[config.mk]
export PLATFORM = sky130hd
export DESIGN_NAME = cas_player
export DESIGN_NICKNAME = d
export VERILOG_FILES = /design/src/rtl/cas_player.sv
export SDC_FILE = /design/constraint.sdc
export NUM_CORES = 1
export LEC_CHECK = 0
export CORE_UTILIZATION = 61
export DETAILED_ROUTE_END_ITERATION = 7
export GPL_TIMING_DRIVEN = 0
export PLACE_DENSITY_LB_ADDON = 0.08
export RECOVER_POWER = 50
export SYNTH_ARGS = -nofsm -noshare
export SYNTH_HDL_FRONTEND = slang
export SYNTH_SLANG_ARGS = --single-unit
[constraint.sdc]
create_clock -name clk -period 5.1 [get_ports clk]
set_input_delay 1.02 -clock clk [delete_from_list [all_inputs] [get_ports clk]]
set_output_delay 1.02 -clock clk [all_outputs]
set_load 0.05 [all_outputs]
[src/rtl/cas_player.sv]
// Cassette tape player: serialises loader bytes LSB first as a square wave,
// one full cycle per bit at 2400 Hz ("1") or 1200 Hz ("0"), pausable by the motor relay.
module cas_player #(
  parameter int unsigned HALF_1 = 11932,
  parameter int unsigned HALF_0 = 23863
) (
  input  logic        clk,
  input  logic        reset,
  input  logic        motor,
  input  logic [7:0]  byte_data,
  input  logic        byte_valid,
  output logic        byte_ready,
  output logic        casdout,
  output logic        playing,
  output logic        underrun,
  output logic [15:0] bytes_sent
);

  // Handshake: a byte moves into the holding register on every clk edge where
  // byte_valid and byte_ready are both 1; byte_ready is simply "holding register empty".

  typedef enum logic [1:0] {
    IDLE   = 2'd0,
    BIT_HI = 2'd1,
    BIT_LO = 2'd2
  } state_e;

  // Counter is loaded with half-1 so each half-period spans exactly HALF_x cycles.
  localparam logic [14:0] RELOAD_1 = 15'(HALF_1 - 1);
  localparam logic [14:0] RELOAD_0 = 15'(HALF_0 - 1);

  function automatic logic [14:0] reload(input logic b);
    return b ? RELOAD_1 : RELOAD_0;
  endfunction

  state_e      state_q, state_d;
  logic [14:0] cnt_q, cnt_d;
  logic [2:0]  bit_idx_q, bit_idx_d;
  logic [7:0]  shift_q, shift_d;
  logic [7:0]  holding_q, holding_d;
  logic        holding_full_q, holding_full_d;
  logic        casdout_q, casdout_d;
  logic        underrun_q, underrun_d;
  logic [15:0] bytes_sent_q, bytes_sent_d;
  logic        load_next;

  always_ff @(posedge clk) begin
    if (!reset) begin
      state_q        <= IDLE;
      cnt_q          <= '0;
      bit_idx_q      <= '0;
      shift_q        <= '0;
      holding_q      <= '0;
      holding_full_q <= 1'b0;
      casdout_q      <= 1'b0;
      underrun_q     <= 1'b0;
      bytes_sent_q   <= '0;
    end else begin
      state_q        <= state_d;
      cnt_q          <= cnt_d;
      bit_idx_q      <= bit_idx_d;
      shift_q        <= shift_d;
      holding_q      <= holding_d;
      holding_full_q <= holding_full_d;
      casdout_q      <= casdout_d;
      underrun_q     <= underrun_d;
      bytes_sent_q   <= bytes_sent_d;
    end
  end

  always_comb begin
    state_d        = state_q;
    cnt_d          = cnt_q;
    bit_idx_d      = bit_idx_q;
    shift_d        = shift_q;
    holding_d      = holding_q;
    holding_full_d = holding_full_q;
    casdout_d      = casdout_q;
    underrun_d     = 1'b0;
    bytes_sent_d   = bytes_sent_q;
    load_next      = 1'b0;

    // Acceptance keeps running while the motor is off.
    if (byte_valid && !holding_full_q) begin
      holding_d      = byte_data;
      holding_full_d = 1'b1;
    end

    if (motor) begin
      case (state_q)
        IDLE: begin
          if (holding_full_q) load_next = 1'b1;
        end
        BIT_HI: begin
          if (cnt_q == 15'd0) begin
            casdout_d = 1'b0;
            cnt_d     = reload(shift_q[0]);
            state_d   = BIT_LO;
          end else begin
            cnt_d = cnt_q - 15'd1;
          end
        end
        BIT_LO: begin
          if (cnt_q == 15'd0) begin
            if (bit_idx_q != 3'd7) begin
              shift_d   = {1'b0, shift_q[7:1]};
              bit_idx_d = bit_idx_q + 3'd1;
              casdout_d = 1'b1;
              cnt_d     = reload(shift_q[1]);
              state_d   = BIT_HI;
            end else begin
              bytes_sent_d = bytes_sent_q + 16'd1;
              if (holding_full_q) begin
                load_next = 1'b1;
              end else begin
                state_d    = IDLE;
                casdout_d  = 1'b0;
                underrun_d = 1'b1;
              end
            end
          end else begin
            cnt_d = cnt_q - 15'd1;
          end
        end
        default: state_d = IDLE;
      endcase
    end

    // Shared by IDLE start and the back-to-back path so both load identically.
    if (load_next) begin
      shift_d        = holding_q;
      holding_full_d = 1'b0;
      bit_idx_d      = 3'd0;
      cnt_d          = reload(holding_q[0]);
      casdout_d      = 1'b1;
      state_d        = BIT_HI;
    end
  end

  always_comb begin
    playing    = (state_q == BIT_HI) || (state_q == BIT_LO);
    byte_ready = ~holding_full_q;
    casdout    = casdout_q;
    underrun   = underrun_q;
    bytes_sent = bytes_sent_q;
  end

endmodule

==> impl_metrics.yaml <==
outcome:
  status: "finished clean"
placement:
  placed_cells: 410
  hpwl_um: 4880
  io_buffers: 30
  gp_congestion: 0.859
  placed_area_um2: 3300
layout:
  finalNetCount: 385
  fill_cells: 343
  mostFrequentLayoutCell: "dfxtp_1"
  stdcell_area_um2: 3360
  drive_above_1_share: 0.0904
  area_growth_pct: 14.6
  n_antenna_cell: 0
  final_cells: 417
  final_cell_mix: "dfxtp_1 (55), nor2_1 (31), clkdlybuf4s50_1 (29)"
power_and_ir_drop:
  power_density_nw_per_um2: 296
  p_leak_uw: 0.00119
  peakVddDrop_uv: 233
die:
  fp-row-count: 24
  chipWidth_um: 71.4
  ioPinCount: 32
  coreArea_um2: 4470
  dieArea_um2: 5090
  initial_core_util: 0.656
  die_h_um: 71.4
clock_network:
  clkTransAtPathRegs_ps: 90
  post_cts_buffers: 0
  clk_latency_ps: 310
  cts_buffers: 5
  clkSinkCount: 55
  cts_tree: "built"
  postCtsHoldBufs: 0
  postCtsResizedCells: 0
  cts.path.max_buffers: 2
  htreeDepth: 2
  root_buffer: "clkbuf_8"
logic_synthesis:
  synth-main-ff-cell: "dfxtp_1"
  async_flop_share: 0
  synth_edf_count: 0
  avgSynthCellArea_um2: 8.95
  synth_fp_nets: 348
  yosys_register_bits: 55
  yosysSeqAreaShare: 0.375
  synth_warnings: 0
  synthesis.instances: 328
  synth.distinct_cells: 66
  syn-cell-area_um2: 2940
detailed_routing:
  drt-initial-drc-count: 205
  drcViolationCount: 0
  detail-route-antenna-nets: 0
  via_per_inst: 6.25
  wl_per_cell_um: 16.3
  totalWireLength_um: 6790
  vias: 2608
  first_pass_iters: 4
setup_path:
  critPathMaxFanout: 10
  cp-start-kind: "flip-flop"
  critPathRequiredTime_ps: 5280
  cp.arrival_ps: 3700
  worstSetupPathType: "flip-flop to flip-flop"
  end_kind: "flip-flop"
global_route:
  grt_pass1_wl_um: 11500
  grt_pass1_vias: 2422
  overflow: 0
  grt_usage: 0.286
  antenna_found_initial: 0
  grt_max_degree: 17
timing:
  clock_skew_ps: 6.02
  slew_violations: 0
  setup_tns_ps: 0
  worst_slew_pin_slew_ps: 1400
  post-route-min-period_ps: 3520
  setup_viol: 0
  rsz0062_at_grt: "false"
  slew_headroom: 0.0534
  fmaxAchievable_mhz: 284
  timing.final.crit_share: 0.689
  hold_viol: 0
worst_hold_path:
  hp-class: "flip-flop to flip-flop"
run:
  max_cap_viol_count: 0
layer usage:
layer | GRT usage | routed length [um] | share of wire | up-vias
met2 | 0.468 | 3150 | 0.46 | 80
met5 | 0 | 0 | 0 | -
met3 | 0.0647 | 357 | 0.053 | 12
li1 | - | - | - | 1283
met4 | 0.104 | 121 | 0.018 | 0
met1 | 0.372 | 3160 | 0.47 | 1233
logic make-up after synthesis:
group	Yosys count	synth area share
adder cells (fa/ha/maj)	8	0.0341
AO/OA/AOI/OAI	83	0.197
AND/OR/NAND/NOR	121	0.244
buffers and inverters	30	0.0473
XOR/XNOR	9	0.0269
flip-flops	55	0.375
multiplexers	22	0.0754
worst max-delay path: stages (launching register included):
cell and delay (ps):
dfxtp_1 360, inv_1 100, ha_1 150, nor4b_1 1100, nand4_1 740, nor3_4 450, buf_6 210, mux2i_1 200
a21oi_1 80
power breakdown:
group          switching (uW)  internal (uW)
clock network             138            144
logic                     151           93.0
registers                21.1            450
metrics by stage:
step                hold WS [ps]  utilization  total power, uW  setup WS, ps
floorplan                    431            -              669          2830
CTS                          484        0.761             1010          2230
finish                       480        0.752              997          1580
global route                 511        0.752             1040          1200
global placement             451        0.738              726          2400
detailed placement           465        0.738              732          2360
cells in the mapped netlist (3+ instances only):
library cell | n | area share
or4_1 | 4 | 0.010
a21oi_1 | 23 | 0.039
mux2i_1 | 21 | 0.072
o21ai_0 | 18 | 0.031
or3_1 | 7 | 0.015
nor2_1 | 31 | 0.040
nor3_1 | 7 | 0.012
ha_1 | 8 | 0.034
nand4_1 | 7 | 0.015
inv_1 | 10 | 0.013
nand3_1 | 15 | 0.026
a31oi_1 | 3 | 0.0064
clkbuf_1 | 10 | 0.013
o31ai_1 | 3 | 0.0077
o21a_1 | 3 | 0.0077
nor4_1 | 6 | 0.013
xnor2_1 | 8 | 0.024
o221a_2 | 4 | 0.015
dfxtp_1 | 55 | 0.38
nand2_1 | 17 | 0.022
buf_2 | 5 | 0.0085
a22oi_1 | 3 | 0.0077
or2_2 | 3 | 0.0064
and4_1 | 3 | 0.0090
cell type report:
cell class	instances	area (um2)	area share
well taps	52	65.1	0.0193
multi-input cells	243	1660	0.493
inverters	11	41.3	0.0123
flip-flops and latches	55	1100	0.327
plain buffers	19	92.6	0.0275
clock inverters	2	37.5	0.0112
repair buffers	30	300	0.0893
clock buffers	5	68.8	0.0205
sequential cells by signal (all words and copies together) (netlist names):
| name | flops |
|---|---|
| cnt_q | 15 |
| bytes_sent | 16 |
| bit_idx_q | 3 |
| state_q | 2 |
| underrun | 1 |
| casdout | 1 |
| holding_full_q | 1 |
| shift_q | 8 |
| holding_q | 8 |
final timing paths:
path / startpoint / end / slack, ps / cells past startpoint
worst min register to register: bytes_sent[15] / bytes_sent[15] / 480 / 2
worst max register to register: cnt_q[0] / shift_q[5] / 1580 / 8
worst max-delay path: cnt_q[0] / shift_q[5] / 1580 / 8
worst min-delay path: bytes_sent[15] / bytes_sent[15] / 480 / 2
(Power assumes the default switching activity.)
